$ cat config.mk
export PLATFORM = sky130hd
export DESIGN_NAME = wvb_rd_sched
export DESIGN_NICKNAME = d
export VERILOG_FILES = /design/src/rtl/wvb_rd_sched_pkg.sv /design/src/rtl/wvb_rr_pick.sv /design/src/rtl/wvb_rd_sched.sv
export SDC_FILE = /design/constraint.sdc
export NUM_CORES = 1
export LEC_CHECK = 0
export BUFFER_PORTS_ARGS = -buffer_cell sky130_fd_sc_hd__clkbuf_2
export CAP_MARGIN = 20
export CORE_MARGIN = 2
export CORE_UTILIZATION = 60
export DETAILED_ROUTE_END_ITERATION = 7
export PLACE_DENSITY = 0.8
export SKIP_LAST_GASP = 1
export SYNTH_ARGS = -nofsm -noshare
export SYNTH_HDL_FRONTEND = slang
export SYNTH_HIERARCHICAL = 1
export SYNTH_SLANG_ARGS = --single-unit
$ cat constraint.sdc
create_clock -name clk -period 9.5 [get_ports clk]
set_input_delay 0.475 -clock clk [delete_from_list [all_inputs] [get_ports clk]]
set_output_delay 0.475 -clock clk [all_outputs]
set_load 0.02 [all_outputs]
$ cat src/rtl/wvb_rd_sched_pkg.sv
// -----------------------------------------------------------------------------
// wvb_rd_sched_pkg
// Shared definitions for the waveform-buffer readout scheduler:
//   - state_e                   : scheduler FSM state encoding
//   - L_WVB_RD_TIMEOUT_DEFAULT  : default readout timeout in cycles
//   - L_TMO_WIDTH               : width of the timeout counter
// -----------------------------------------------------------------------------
package wvb_rd_sched_pkg;

   typedef enum logic [2:0] {
      ST_IDLE  = 3'd0,
      ST_ARB   = 3'd1,
      ST_START = 3'd2,
      ST_WAIT  = 3'd3,
      ST_DONE  = 3'd4
   } state_e;

   localparam int L_WVB_RD_TIMEOUT_DEFAULT = 65535;
   localparam int L_TMO_WIDTH              = 16;

endpackage : wvb_rd_sched_pkg

$ cat src/rtl/wvb_rr_pick.sv
// -----------------------------------------------------------------------------
// wvb_rr_pick
// Combinational round-robin picker: rotates the request vector so that bit
// ptr_i lands at position 0, priority-encodes the lowest set bit, then rotates
// the result back into an absolute channel index.
//
// Ports:
//   req_i    in  P_N    request vector (1 = channel wants service)
//   ptr_i    in  P_W    search start position (must be < P_N)
//   found_o  out 1      at least one request bit is set
//   idx_o    out P_W    first requesting channel at or above ptr_i (wrapping)
// -----------------------------------------------------------------------------
module wvb_rr_pick #(
   parameter int P_N = 24,
   parameter int P_W = 5
) (
   input  logic [P_N-1:0] req_i,
   input  logic [P_W-1:0] ptr_i,
   output logic           found_o,
   output logic [P_W-1:0] idx_o
);

   localparam int L_IW = (P_N > 1) ? $clog2(P_N) : 1;

   logic [P_N-1:0] rot;
   logic [P_W:0]   ofs;
   logic [P_W:0]   sum;

   // NOTE: every variable written here gets a default first so no path leaves
   // it unassigned; otherwise synthesis would infer a latch to hold its value.
   always_comb begin
      rot     = '0;
      ofs     = '0;
      sum     = '0;
      found_o = 1'b0;
      idx_o   = '0;

      for (int i = 0; i < P_N; i++) begin
         rot[i] = req_i[L_IW'((i + int'(ptr_i)) % P_N)];
      end

      // Scan from the top down so the lowest set bit is the one that sticks.
      for (int i = P_N - 1; i >= 0; i--) begin
         if (rot[i]) begin
            found_o = 1'b1;
            ofs     = (P_W+1)'(i);
         end
      end

      // Rotate back: one extra bit absorbs ptr + offset before the wrap.
      sum = {1'b0, ptr_i} + ofs;
      if (sum >= (P_W+1)'(P_N)) begin
         sum = sum - (P_W+1)'(P_N);
      end
      idx_o = sum[P_W-1:0];
   end

endmodule : wvb_rr_pick

$ cat src/rtl/wvb_rd_sched.sv
// -----------------------------------------------------------------------------
// wvb_rd_sched
// Round-robin readout scheduler for the per-channel waveform buffers. Picks the
// next channel with a non-empty header FIFO, starts one readout at a time on the
// shared readout engine, and strobes chan_rddone_o back to the served channel.
//
// Compile-time option:
//   WVB_OVF_PRIO_EN  when defined, channels flagging chan_overflow_i are
//                    searched first (round-robin among themselves); otherwise
//                    the search is pure round-robin and chan_overflow_i is unused.
//
// Ports:
//   clk              in  1       system clock
//   rst              in  1       asynchronous active-high reset
//   en_i             in  1       enable; low blocks new readouts only
//   hdr_empty_i      in  N       per-channel header FIFO empty flags
//   chan_overflow_i  in  N       per-channel overflow flags
//   rd_start_o       out 1       one-cycle start pulse for rd_chan_o
//   rd_chan_o        out CW      channel being served
//   rd_busy_o        out 1       readout in progress (START through DONE)
//   rd_done_i        in  1       readout engine completion pulse
//   chan_rddone_o    out N       one-hot completion strobe to the served channel
//   timeout_err_o    out 1       sticky readout-timeout flag
//   err_clr_i        in  1       clears timeout_err_o
//   n_served_o       out 32      completed readout count (wraps)
// -----------------------------------------------------------------------------
module wvb_rd_sched
   import wvb_rd_sched_pkg::*;
#(
   parameter int P_N_CHAN     = 24,
   parameter int P_CHAN_WIDTH = 5,
   parameter int P_TIMEOUT    = L_WVB_RD_TIMEOUT_DEFAULT
) (
   input  logic                    clk,
   input  logic                    rst,
   input  logic                    en_i,
   input  logic [P_N_CHAN-1:0]     hdr_empty_i,
   input  logic [P_N_CHAN-1:0]     chan_overflow_i,
   output logic                    rd_start_o,
   output logic [P_CHAN_WIDTH-1:0] rd_chan_o,
   output logic                    rd_busy_o,
   input  logic                    rd_done_i,
   output logic [P_N_CHAN-1:0]     chan_rddone_o,
   output logic                    timeout_err_o,
   input  logic                    err_clr_i,
   output logic [31:0]             n_served_o
);

   localparam logic [L_TMO_WIDTH-1:0]  L_TMO_LAST = L_TMO_WIDTH'(P_TIMEOUT - 1);
   localparam logic [P_CHAN_WIDTH-1:0] L_LAST_CH  = P_CHAN_WIDTH'(P_N_CHAN - 1);

   state_e                  state_q;
   logic [P_CHAN_WIDTH-1:0] ptr_q;
   logic [L_TMO_WIDTH-1:0]  tmo_cnt_q;
   logic                    rd_start_q;
   logic [P_CHAN_WIDTH-1:0] rd_chan_q;
   logic                    rd_busy_q;
   logic [P_N_CHAN-1:0]     chan_rddone_q;
   logic                    timeout_err_q;
   logic [31:0]             n_served_q;

   logic [P_N_CHAN-1:0]     req;
   logic                    pick_found;
   logic [P_CHAN_WIDTH-1:0] pick_idx;
   logic                    norm_found;
   logic [P_CHAN_WIDTH-1:0] norm_idx;
   logic [P_CHAN_WIDTH-1:0] ptr_d;

   assign req = ~hdr_empty_i;

   wvb_rr_pick #(
      .P_N (P_N_CHAN),
      .P_W (P_CHAN_WIDTH)
   ) u_pick_norm (
      .req_i   (req),
      .ptr_i   (ptr_q),
      .found_o (norm_found),
      .idx_o   (norm_idx)
   );

`ifdef WVB_OVF_PRIO_EN
   logic                    ovf_found;
   logic [P_CHAN_WIDTH-1:0] ovf_idx;

   wvb_rr_pick #(
      .P_N (P_N_CHAN),
      .P_W (P_CHAN_WIDTH)
   ) u_pick_ovf (
      .req_i   (req & chan_overflow_i),
      .ptr_i   (ptr_q),
      .found_o (ovf_found),
      .idx_o   (ovf_idx)
   );

   // Overflowing channels drain first; fall back to plain round-robin.
   assign pick_found = ovf_found | norm_found;
   assign pick_idx   = ovf_found ? ovf_idx : norm_idx;
`else
   logic chan_overflow_unused;

   assign chan_overflow_unused = ^chan_overflow_i;
   assign pick_found           = norm_found;
   assign pick_idx             = norm_idx;
`endif

   assign ptr_d = (rd_chan_q == L_LAST_CH) ? '0 : rd_chan_q + 1'b1;

   // NOTE: sequential state is updated with non-blocking assignments only, so
   // every flop samples the pre-edge values and a later assignment to the same
   // register in this block overrides an earlier one.
   always_ff @(posedge clk or posedge rst) begin
      if (rst) begin
         state_q       <= ST_IDLE;
         ptr_q         <= '0;
         tmo_cnt_q     <= '0;
         rd_start_q    <= 1'b0;
         rd_chan_q     <= '0;
         rd_busy_q     <= 1'b0;
         chan_rddone_q <= '0;
         timeout_err_q <= 1'b0;
         n_served_q    <= '0;
      end else begin
         rd_start_q    <= 1'b0;
         chan_rddone_q <= '0;

         // A timeout set in the WAIT branch below overrides this clear.
         if (err_clr_i) begin
            timeout_err_q <= 1'b0;
         end

         case (state_q)
            ST_IDLE: begin
               if (en_i && !(&hdr_empty_i)) begin
                  state_q <= ST_ARB;
               end
            end

            ST_ARB: begin
               // The request may have vanished since IDLE saw it.
               if (pick_found) begin
                  rd_chan_q  <= pick_idx;
                  rd_start_q <= 1'b1;
                  rd_busy_q  <= 1'b1;
                  state_q    <= ST_START;
               end else begin
                  state_q <= ST_IDLE;
               end
            end

            ST_START: begin
               tmo_cnt_q <= '0;
               state_q   <= ST_WAIT;
            end

            ST_WAIT: begin
               // rd_done is checked first so a coincident timeout counts as done.
               if (rd_done_i) begin
                  chan_rddone_q <= P_N_CHAN'(1) << rd_chan_q;
                  n_served_q    <= n_served_q + 32'd1;
                  state_q       <= ST_DONE;
               end else if (tmo_cnt_q == L_TMO_LAST) begin
                  timeout_err_q <= 1'b1;
                  state_q       <= ST_DONE;
               end else begin
                  tmo_cnt_q <= tmo_cnt_q + 1'b1;
               end
            end

            ST_DONE: begin
               ptr_q     <= ptr_d;
               rd_busy_q <= 1'b0;
               state_q   <= ST_IDLE;
            end

            default: begin
               state_q <= ST_IDLE;
            end
         endcase
      end
   end

   assign rd_start_o    = rd_start_q;
   assign rd_chan_o     = rd_chan_q;
   assign rd_busy_o     = rd_busy_q;
   assign chan_rddone_o = chan_rddone_q;
   assign timeout_err_o = timeout_err_q;
   assign n_served_o    = n_served_q;

endmodule : wvb_rd_sched

# ---- Word-level counts from Yosys, hierarchy flattened
# Cells that the tools add are included.
dict set report totals {
  register_bits 88
  in_bits 53
  wordCells 250
}
dict set report op_classes {
  n_addsub 28
  div_mod_pow 24
  n_lt_le_gt_ge 25
  eq_ne 11
  shift 1
  muxes 140
  bitwise_logic 1
  reduce_logical 11
}
# operator count
set op_table {}
lappend op_table {{32-bit by 6-bit modulo with 32-bit output, second input constant} 23}
lappend op_table {{5-bit by 7-bit < comparator with 1-bit output, second input constant} 24}
lappend op_table {{5-bit 2-to-1 mux} 26}
lappend op_table {{1-bit binary-select mux with 5-bit select} 24}
lappend op_table {{1-bit 2-to-1 mux} 79}
lappend op_table {{4-bit by 5-bit adder with 6-bit output, first input constant} 8}
lappend op_table {{5-bit by 5-bit adder with 6-bit output, first input constant} 8}
lappend op_table {{24-bit 2-to-1 mux} 2}
lappend op_table {{32-bit by 1-bit adder with 32-bit output, second input constant} 1}
lappend op_table {{6-bit by 6-bit modulo with 32-bit output, second input constant} 1}
lappend op_table {{16-bit 2-to-1 mux} 2}
lappend op_table {{16-bit case mux with 2 select lines} 1}
lappend op_table {{3-bit by 5-bit adder with 6-bit output, first input constant} 4}
lappend op_table {{24-bit inverter} 1}
lappend op_table {{24-bit AND reduction} 1}
lappend op_table {{1-bit by 5-bit << shifter with 24-bit output, first input constant} 1}
lappend op_table {{16-bit by 1-bit adder with 16-bit output, second input constant} 1}
lappend op_table {{16-bit equality test, second input constant} 1}
lappend op_table {{2-bit by 5-bit adder with 6-bit output, first input constant} 2}
lappend op_table {{3-bit case mux with 4 select lines} 1}
lappend op_table {{3-bit 2-to-1 mux} 3}
lappend op_table {{2-bit != test, second input constant} 4}
lappend op_table {{2-bit AND reduction} 4}
lappend op_table {{1-bit by 5-bit adder with 6-bit output, first input constant} 1}
lappend op_table {{other kinds (16)} 18}

# ---- Logic depth before layout (Yosys ltp)
# Gate-level depths: netlist of the first run.
dict set report depth {
  depth_word 32
  ltp_mapped 29
  ltp_nobuf 25
}

# ---- Modules after synthesis
# The synthesis of the first run kept the hierarchy.
# module instances cells_each area_per_inst_um2 seq_area_each_um2
set by_module_without_submodules {}
lappend by_module_without_submodules {wvb_rr_pick 1 672 5079.9 0.0}
lappend by_module_without_submodules {wvb_rd_sched 1 421 4214.0 2202.1}

# ---- Worst setup path after synthesis of the first run
# No wires, ideal clock.
dict set report synth_timing {
  kind {register -> register}
  start {register ptr_q[3]}
  end {register rd_chan_q[3] (netlist: rd_chan_o[3])}
  setup_time_ps 125
  arrival_ps 6136
  required_time_ps 9375
  slack_ps 3239
  path_stages_with_launch 29
  path_buffers 5
  synth_period_minus_slack_ps 6261
  path_cell_list {dfrtp_1 -> clkbuf_1 -> buf_2 -> inv_1 -> clkbuf_1 -> ha_1 -> clkbuf_1 -> clkbuf_1 -> nand2_1 -> nand2_1 -> ha_1 -> nand2b_1 -> nor4b_1 -> nor2_1 -> mux2_2 -> o32a_1 -> mux2i_1 -> or4_1 -> a211oi_1 -> o31ai_1 -> ha_1 -> fa_1 -> a21o_1 -> a21oi_1 -> xnor2_1 -> nor2_1 -> o21ai_0 -> o221ai_1 -> mux2_2}
}
dict set report synth_between {
  elab_chain_cells 32
  elab_cells_between_ends 172
  classes_between {add/sub: 25; div: 24; order compare: 1; mux: 121; reduce/logical: 1}
}
# element line_no
set synth_rtl {}
lappend synth_rtl {{from (decl)} wvb_rd_sched.sv:53} ;# logic [P_CHAN_WIDTH-1:0] ptr_q;
lappend synth_rtl {{from (signal assigned)} wvb_rd_sched.sv:170} ;# ptr_q <= ptr_d;
lappend synth_rtl {{5-bit by 5-bit adder with 6-bit output} wvb_rr_pick.sv:39} ;# rot[i] = req_i[L_IW'((i + int'(ptr_i)) % P_N)];
lappend synth_rtl {{32-bit by 6-bit modulo with 32-bit output} wvb_rr_pick.sv:39}
lappend synth_rtl {{1-bit binary-select mux with 5-bit select} wvb_rr_pick.sv:39}
lappend synth_rtl {{1-bit 2-to-1 mux (implied by the code) (2 in a row)} wvb_rr_pick.sv:39}
lappend synth_rtl {{5-bit 2-to-1 mux (24 in a row)} wvb_rr_pick.sv:44} ;# if (rot[i]) begin
lappend synth_rtl {{5-bit by 5-bit adder with 6-bit output (*)} wvb_rr_pick.sv:51} ;# sum = {1'b0, ptr_i} + ofs;
lappend synth_rtl {{5-bit subtractor / 6-bit by 5-bit greater-or-equal comparator with 1-bit output (equally long branches)} {wvb_rr_pick.sv:53, wvb_rr_pick.sv:52}}
lappend synth_rtl {{5-bit 2-to-1 mux (*)} wvb_rr_pick.sv:52} ;# if (sum >= (P_W+1)'(P_N)) begin
lappend synth_rtl {{named net norm_idx[3]} wvb_rd_sched.sv:66} ;# logic [P_CHAN_WIDTH-1:0] norm_idx;
lappend synth_rtl {{to (signal assigned)} wvb_rd_sched.sv:141} ;# rd_chan_q <= pick_idx;
lappend synth_rtl {{to (decl)} wvb_rd_sched.sv:56} ;# logic [P_CHAN_WIDTH-1:0] rd_chan_q;
# Mark *: on every way through the listed nets, which the timed path passes. The rest lies on a longest branch. The select of a mux whose other input is x is not followed.
# A chain may end at the register's enable or synchronous reset.

# ---- Worst setup path after layout of the first run
# Same ends and word-level chain as after synthesis.

==> results of run 1 <==
area by class of cell:
class                      instances  area (µm²)  area share (%)
clock inverter                     7        75.1           0.744
tap                              188         235            2.33
inverter                          75         283            2.80
sequential                        88        2200            21.8
multi-input combinational        866        6490            64.4
clock buffer                       9         225            2.23
timing repair buffer             105         576            5.70
power by group through the flow:
stage / Sequential [W] / Combinational, W / Clock (W)
after floorplan: 0.000486 / 0.00169 / 0
after global placement: 0.000499 / 0.00207 / 0
after detailed placement: 0.000500 / 0.00212 / 0
after CTS: 0.000495 / 0.00213 / 0.000353
after global routing: 0.000505 / 0.00238 / 0.000366
final: 0.000497 / 0.00219 / 0.000348
logic make-up (layout without fill, tap and decap cells):
logic type / after synthesis / count (layout)
simple gates: 398 / 398
flops: 88 / 88
xor+xnor: 59 / 59
buf+inv: 139 / 196
mux: 106 / 106
compound gates: 249 / 249
fa+ha+maj: 54 / 54
cell usage in the layout, fill, tap and decap left out, types with 6 or more instances in the layout:
master and instances:
o21a_1 7, nor3b_1 7, mux2i_1 50, buf_4 11, nand4_1 23, or4_1 6, a21o_1 13, xnor2_1 52
xor2_1 7, nor2_1 85, clkbuf_2 92, nor4b_1 8, o22ai_1 9, clkbuf_16 9, o31ai_1 6, nor2b_1 15
ha_1 53, nor4_1 6, nand2b_1 15, and4_1 7, dfrtp_1 87, mux4_2 24, o21bai_1 7, o211ai_1 10
or3_1 14, a211oi_1 9, o21ai_0 40, a31oi_1 21, and3b_1 6, a21oi_1 53, inv_1 72, mux2_2 31
and3_1 12, nand3_1 39, a21boi_0 6, nand2_1 87, nor3_1 30
flip-flops by register name, indices dropped and copies added, names as in the netlist:
signal and cells:
n_served_o 32, chan_rddone_o 24, tmo_cnt_q 16, ptr_q 5
rd_chan_o 5, state_q 3, rd_busy_o 1, rd_start_o 1
timeout_err_o 1
routing by layer:
layer / vias to the layer above / wire (µm) / global-route usage, % / share of wire [%]
li1: 4120 / - / - / -
met2: 345 / 12000 / 51.6 / 49
met4: 0 / 448 / 7.11 / 1.8
met5: - / 0 / 0 / 0
met3: 51 / 1730 / 3.91 / 7.1
met1: 4257 / 10200 / 39.2 / 42
critical path, cell delays in order (launching register included):
cell and delay [ns]:
dfrtp_1 0.65, inv_1 0.61, ha_1 0.40, a21boi_0 0.41, xnor2_1 0.25, ha_1 0.33
nor3b_1 0.20, mux2i_1 0.18, o22ai_1 0.20, a21oi_1 0.09, a21oi_1 0.38, mux2_2 0.41
or4_1 0.50, a211oi_1 0.31, o31ai_1 0.14, ha_1 0.22, fa_1 0.40, a21o_1 0.19
a21oi_1 0.17, xnor2_1 0.18, nor2_1 0.07, o21ai_0 0.09, o221ai_1 0.14, mux2_2 0.28
synth_stat cells, types with 10 or more instances:
| cell | number |
|---|---|
| mux4_2 | 24 |
| a21oi_1 | 53 |
| a31oi_1 | 21 |
| nand2_1 | 87 |
| a21o_1 | 13 |
| o21ai_0 | 40 |
| nand3_1 | 39 |
| nor2_1 | 85 |
| inv_1 | 73 |
| nor2b_1 | 15 |
| or3_1 | 14 |
| nand2b_1 | 15 |
| mux2_2 | 31 |
| buf_2 | 18 |
| nor3_1 | 30 |
| xnor2_1 | 52 |
| o211ai_1 | 10 |
| and3_1 | 12 |
| mux2i_1 | 50 |
| clkbuf_1 | 32 |
| nand4_1 | 23 |
| ha_1 | 53 |
| dfrtp_1 | 88 |
worst paths after layout:
path | start | to
setup / recovery | ptr_q[3] | rd_chan_o[3]
hold / removal | rst | chan_rddone_o[10]
setup reg to reg | ptr_q[3] | rd_chan_o[3]
hold reg to reg | n_served_o[31] | n_served_o[31]
max in group asynchronous | rst | tmo_cnt_q[2]
min in group clk | err_clr_i | timeout_err_o
through the flow:
step / instance area [µm²] / util (%)
after global placement: 9750 / 64.4
after CTS: 10100 / 66.4
after detailed placement: 9750 / 64.4
after floorplan: 9290 / -
final: 10100 / 66.6
after global routing: 10100 / 66.6
==> flow_metrics.tcl, run 1 <==
set metrics [dict create \
    synth_compound_area_share_pct 18.4 \
    power_w 0.00303 \
    synth_top_area_cell "dfrtp_1" \
    critPathKind "flop to flop" \
    coreArea_mm2 0.0151 \
    syn2layout_area_growth_pct 8.58 \
    synth_area_mm2 0.00929 \
    yosysTopAreaCellShare_pct 23.7 \
    grt-ovfl-total 0 \
    status "complete, no violations" \
    grt_setup_unrepaired "false" \
    ys_seq_elements 88 \
    yosys.cell_types.count 90 \
    wirelength_mm 24.4 \
    io_buffers 92 \
    synth_top_family_by_area "simple AND/OR/NAND/NOR gates" \
    hpwlAfterDp_mm 17.7 \
    swShare_pct 50.4 \
    ios 117 \
    ys_top_cells_by_area "dfrtp_1, ha_1, mux4_2, mux2i_1, xnor2_1" \
    routedWlPerCell_um 18.2 \
    clock_sinks 88 \
    syn_inst 1093 \
    grt_max_degree 89 \
    dp_cells 1319 \
    die_area_mm2 0.0165 \
    power_frac_seq_pct 16.4 \
    cts_buffer_depth 2 \
    p_clk_share_pct 11.5 \
    fmax_ghz 0.144 \
    synthAdderAreaFrac_pct 7.35 \
    synthSimpleGateAreaFrac_pct 23.3 \
    post-route-period-util_pct 73.2 \
    syn-num-nets 1200 \
    dieHeight_um 128 \
    drt_iter0_drc 853 \
    clock_skew_ns 0.00956 \
    dr.pass1.iters 5 \
    drc_errors 0 \
    cts_root_buffer "clkbuf_16" \
    max_cap_violations 0 \
    ff2ff_path_depth 23 \
    finalSetupTns_ns 0 \
    post_cts_buffers 0 \
    clkLatencyLatePin_ns 0.34 \
    slew_headroom_pct 37.5 \
    p_leak_nw 4.63 \
    fin_crit_ns 6.95 \
    ir_worst_vdd_uv 221 \
    grt_pass1_vias 7959 \
    place.gp.congestion 0.976 \
    setup_violations 0 \
    finalHoldViolCount 0 \
    worst_pin_slew_ns 0.935 \
    ctsResizeCount 0 \
    pre_cts_slack_ns 2.69 \
    p_comb_share_pct 72.1 \
    cts_tree "done" \
    power.switching_w 0.00153 \
    synth-seq-area-share_pct 23.7 \
    diodes 0 \
    required_ns 9.73 \
    fin_hold_ws_ns 0.133 \
    antenna_found_initial 0 \
    ant_nets 0 \
    crit_fanout 19 \
    syn_area_per_cell_um2 8.50 \
    cell_internal_pwr_w 0.00151 \
    synth-xor-area-share_pct 5.56 \
    start_kind "flop" \
    synth_edf_count 0 \
    synthMuxAreaShare_pct 15.2 \
    vias 8773 \
    start_util_pct 61.4 \
    cts_made_buffers 9 \
    die_x_um 128 \
    clk_pin_slew_ns 0.07 \
    layout-drive-gt1-share_pct 18.5 \
    crit_path_end_kind "flop" \
    worst_slack_ns 2.55 \
    power-per-cell-area_mw_per_mm2 301 \
    async_reset_ff_share_pct 100 \
    r2r_slack_ns 2.55 \
    ys_warn_count 6 \
    nFillCells 1241 \
    slew_violations 0 \
    hold_path.class "input pin to async pin" \
    nets 1252 \
    rows 45 \
    holdBufCountCts 0 \
    h-tree-depth 3 \
    grt_usage_pct 29.6 \
    finalNonFillerCells 1338 \
    yosys_most_used_dff "dfrtp_1" \
    viasPerCell 6.56 \
    grt_pass1_wl_mm 39.6 \
    worstPathArrival_ns 7.18 \
]
Note: power is estimated with default switching activity, not from simulation.
==> run 2, diff against run 1 <==
- CORE_UTILIZATION: 60 -> 54
- PLACE_DENSITY: 0.8 -> 0.76
- clock period: 9.5 -> 5.9 ns (I/O delays scaled with it)
==> flow_metrics.tcl, run 2 (synthesis gave the netlist of run 1 again) <==
set metrics [dict create \
    p_leak_nw 4.83 \
    final_cell_mix "clkbuf_2, nand2_1, dfrtp_1" \
    post-route-period-util_pct 95.6 \
    crit_fanout 7 \
    seq_area_mm2 0.00220 \
    required_ns 6.12 \
    setup_violations 0 \
    h-tree-depth 3 \
    grt_usage_pct 28.0 \
    layout_commonest_cell "clkbuf_2" \
    crit_path_end_kind "flop" \
    fmax_ghz 0.177 \
    drt_iter0_drc 551 \
    grt-ovfl-total 0 \
    grt_max_degree 89 \
    die_x_um 135 \
    coreArea_mm2 0.0167 \
    die_area_mm2 0.0183 \
    hold_path.class "input pin to flop" \
    wirelength_mm 25.6 \
    diodes 0 \
    fin_hold_ws_ns 0.145 \
    nFillCells 1439 \
    worstPathArrival_ns 5.86 \
    rows 47 \
    routedWlPerCell_um 18.2 \
    multi_input_area_mm2 0.00659 \
    ios 117 \
    power-per-cell-area_mw_per_mm2 494 \
    slew_violations 0 \
    cts_buffer_depth 2 \
    syn2layout_area_growth_pct 13.1 \
    cts_made_buffers 9 \
    start_util_pct 55.6 \
    viasPerCell 6.25 \
    fin_crit_ns 5.64 \
    max_cap_violations 0 \
    drc_errors 0 \
    layout-drive-gt1-share_pct 22.7 \
    worst_pin_slew_ns 0.961 \
    ant_nets 0 \
    largest_register_ffs 32 \
    clock_sinks 88 \
    io_buffers 92 \
    cts_tree "done" \
    nets 1287 \
    clkLatencyLatePin_ns 0.33 \
    vias 8787 \
    dr.pass1.iters 5 \
    slew_headroom_pct 35.7 \
    antenna_found_initial 0 \
    finalHoldViolCount 0 \
    critPathKind "flop to flop" \
    status "complete, no violations" \
    clock_skew_ns 0.00620 \
    hpwlAfterDp_mm 19.3 \
    cts_root_buffer "clkbuf_16" \
    clk_pin_slew_ns 0.07 \
    ir_worst_vdd_uv 207 \
    start_kind "flop" \
    place.gp.congestion 1.02 \
    final_cell_area_mm2 0.0105 \
    dpl_cell_area_mm2 0.0100 \
    grt_pass1_wl_mm 41.3 \
    grt_pass1_vias 8330 \
    dieHeight_um 135 \
]
==> run 2: changes by cell type in the layout (fill, tap and decap cells not counted), sizes merged <==
cell,delta
buf,+34
bufinv,+1
clkbuf,+1
clkinv,-2
dlygate4sd3,+1
==> run 2: timing repair <==
item / in CTS / in global routing
endpoints found under the setup margin: 0 / 2
buffers inserted: 0 / 6
resized for setup: 0 / 21
hold endpoints to repair: 0 / 12
hold buffers: 0 / 1
==> run 2: area by class of cell <==
class / instances / area share (%)
flip-flops and latches: 88 / 21.0
multi-input cells: 866 / 62.7
repair buffers: 140 / 8.13
clock inverters: 6 / 0.702
inverters: 75 / 2.72
well taps: 220 / 2.62
clock buffers: 10 / 2.18
==> run 2: power by group <==
group | switching, W | leakage [nW] | total (W) | internal (W)
clock network | 0.000245 | 0.148 | 0.000579 | 0.000335
registers | 0.000111 | 1.20 | 0.000780 | 0.000669
logic | 0.00223 | 3.49 | 0.00384 | 0.00161
==> run 2: per-stage QoR <==
stage          total power (W)  cells  setup slack [ns]  TNS (ns)  util [%]
2_1_floorplan          0.00353   1093            0.0177         0         -
3_3_place_gp           0.00438   1380             0.227         0      60.1
3_5_place_dp           0.00444   1380             0.119         0      60.1
4_1_cts                0.00504   1396            0.0951         0      61.9
5_1_grt                0.00557   1405           -0.0162   -0.0162      63.0
6_report               0.00520   1405             0.260         0      63.0
==> run 2: worst max-delay path, cell delays in order (launching register included) <==
cell and delay, ns:
dfrtp_1 0.40, inv_2 0.15, buf_6 0.17, ha_1 0.17, a21bo_2 0.25, nand2_1 0.09, nand2_1 0.07, ha_1 0.29
nand2b_4 0.17, nor4b_4 0.29, nor2_1 0.10, mux2_2 0.28, o32a_1 0.36, mux2i_2 0.20, or4_1 0.50, a211oi_2 0.22
o31ai_1 0.12, ha_1 0.22, fa_1 0.40, a21o_1 0.19, a21oi_1 0.16, xnor2_1 0.17, nor2_1 0.07, o21ai_0 0.07
o221ai_1 0.13, mux2_2 0.28
==> run 2: path summary, 6_finish.rpt <==
kind	from	depth (start not counted)	slack [ns]	to
min in group asynchronous	rst	4	0.49	n_served_o[28]
min reg2reg	n_served_o[31]	1	0.48	n_served_o[31]
max reg2reg	ptr_q[2]	25	0.26	rd_chan_o[3]
max in group asynchronous	rst	5	4.79	n_served_o[17]
max	ptr_q[2]	25	0.26	rd_chan_o[3]
min	err_clr_i	2	0.14	timeout_err_o
==> run 2: metal layers <==
| layer | GRT usage (%) | part of all wire (%) | routed length (µm) | vias up |
|---|---|---|---|---|
| met5 | 0 | 0 | 0 | - |
| met4 | 7.47 | 2.5 | 637 | 0 |
| met3 | 6.02 | 7.4 | 1890 | 50 |
| met2 | 46.8 | 47 | 12100 | 314 |
| met1 | 36.9 | 43 | 10900 | 4218 |
| li1 | - | - | - | 4205 |
==> run 3, diff against run 2 <==
- RECOVER_POWER: unset -> 50
==> flow_metrics.tcl, run 3 (synthesis gave the netlist of run 1 again) <==
set metrics [dict create \
    start_kind "flop" \
    io_buffers 92 \
    fin_crit_ns 5.66 \
    routedWlPerCell_um 18.3 \
    ff2ff_path_depth 23 \
    slew_headroom_pct -123 \
    utilization_pct 62.6 \
    crit_fanout 6 \
    wirelength_mm 25.7 \
    rows 47 \
    seq_area_mm2 0.00220 \
    r2r_slack_ns 0.24 \
    grt_usage_pct 28.0 \
    diodes 0 \
    clkLatencyLatePin_ns 0.33 \
    grt_pass1_wl_mm 41.3 \
    h-tree-depth 3 \
    worst_pin_slew_ns 3.35 \
    dr.pass1.iters 6 \
    p_leak_nw 4.71 \
    dpl_cell_area_mm2 0.0100 \
    layout-drive-gt1-share_pct 19.8 \
    multi_input_area_mm2 0.00659 \
    power-per-cell-area_mw_per_mm2 498 \
    grt_pass1_vias 8330 \
    worstPathArrival_ns 5.88 \
    ir_worst_vdd_uv 209 \
    clock_skew_ns 0.00540 \
    drc_errors 0 \
    finalNonFillerCells 1405 \
    place.gp.congestion 1.02 \
    worst_slack_ns 0.239 \
    final_cell_area_mm2 0.0105 \
    post-route-period-util_pct 95.9 \
    max_cap_violations 1 \
    grt_max_degree 89 \
    finalSetupTns_ns 0 \
    fmax_ghz 0.177 \
    ant_nets 0 \
    critPathKind "flop to flop" \
    cts_root_buffer "clkbuf_16" \
    required_ns 6.12 \
    r2r-end "rd_chan_o[3]" \
    r2r-start "ptr_q[0]" \
    ios 117 \
    finalHoldViolCount 0 \
    violations "capacitance limit, slew limit" \
    pre_cts_slack_ns 0.119 \
    hold_path.class "input pin to flop" \
    start_util_pct 55.6 \
    nFillCells 1455 \
    whs_path_depth 2 \
    antenna_found_initial 0 \
    setup_violations 0 \
    hpwlAfterDp_mm 19.3 \
    clk_pin_slew_ns 0.06 \
    vias 8710 \
    status "complete, but fails checks" \
    cts_made_buffers 9 \
    final_cell_mix "nand2_1, dfrtp_1, nor2_1" \
    layout_commonest_cell "nand2_1" \
    hold_path_end "timeout_err_o" \
    cts_buffer_depth 2 \
    die_area_mm2 0.0183 \
    dp_cells 1380 \
    slew_violations 77 \
    dieHeight_um 135 \
    min_from "err_clr_i" \
    cts_tree "done" \
    die_x_um 135 \
    nets 1287 \
    syn2layout_area_growth_pct 12.5 \
    grt-ovfl-total 0 \
    viasPerCell 6.20 \
    clock_sinks 88 \
    coreArea_mm2 0.0167 \
    largest_register_ffs 32 \
    crit_path_end_kind "flop" \
    drt_iter0_drc 583 \
]
## run 3: cell types whose count changed in the layout (fill, tap and decap cells not counted), sizes merged
cell | before | now
clkdlybuf4s25 | 0 | 1
clkinv | 4 | 3
clkinvlp | 1 | 2
buf | 47 | 45
clkbuf | 102 | 103
## run 3: worst max path at each step
stage,from,endpoint,slack (ns)
after global placement,ptr_q[2],rd_chan_o[3],0.23
after global routing,ptr_q[0],rd_chan_o[3],-0.02
after detailed placement,ptr_q[2],rd_chan_o[3],0.12
after floorplan,ptr_q[1],rd_chan_o[3],0.02
final,ptr_q[0],rd_chan_o[3],0.24
after CTS,ptr_q[2],rd_chan_o[3],0.1
## run 3: report_power, final
part / switching [W] / total [W] / leakage [nW] / internal, W
combinational: 0.00224 / 0.00384 / 3.36 / 0.00160
sequential: 0.000111 / 0.000780 / 1.20 / 0.000669
clock: 0.000243 / 0.000578 / 0.148 / 0.000334
total: 0.00260 / 0.00520 / 4.71 / 0.00261
## run 3: area by class of cell
type / instances / area share (%)
multi-input combinational: 866 / 63.1
timing repair buffer: 140 / 7.59
clock buffer: 10 / 2.19
inverter: 75 / 2.74
tap: 220 / 2.63
clock inverter: 6 / 0.706
sequential: 88 / 21.1
## run 3: per-layer routing
metal  global-route usage [%]  part of all wire (%)  wire length, µm
met1                     36.9                    43            11100
met5                        0                     0                0
met4                     7.47                   2.4              625
met2                     46.8                    47            12200
met3                     6.02                   6.8             1740
## run 3: stage by stage
step | total power (W) | hold WS [ns]
global placement | 0.00438 | 0.462
detailed placement | 0.00444 | 0.462
CTS | 0.00504 | 0.139
finish | 0.00520 | 0.147
global route | 0.00557 | 0.136
floorplan | 0.00353 | 0.400
## run 3: what timing repair did
item | in CTS | in global routing
gates resized for setup | 0 | 21
setup endpoints to repair | 0 | 2
endpoints found under the hold margin | 0 | 12
hold buffers | 0 | 1
buffers inserted | 0 | 6
## run 3: worst max-delay path, stage by stage, from the launching register on
cell,delay (ns)
dfrtp_2,0.43
buf_4,0.17
ha_1,0.22
a21boi_2,0.23
xnor2_1,0.25
ha_1,0.34
nor3b_1,0.21
mux2i_1,0.18
o22ai_1,0.22
a21oi_1,0.11
a21oi_2,0.23
mux2_2,0.39
or4_1,0.52
a211oi_2,0.22
o31ai_1,0.12
ha_1,0.22
fa_1,0.40
a21o_1,0.19
a21oi_1,0.16
xnor2_1,0.17
nor2_1,0.07
o21ai_0,0.07
o221ai_1,0.13
mux2_2,0.28
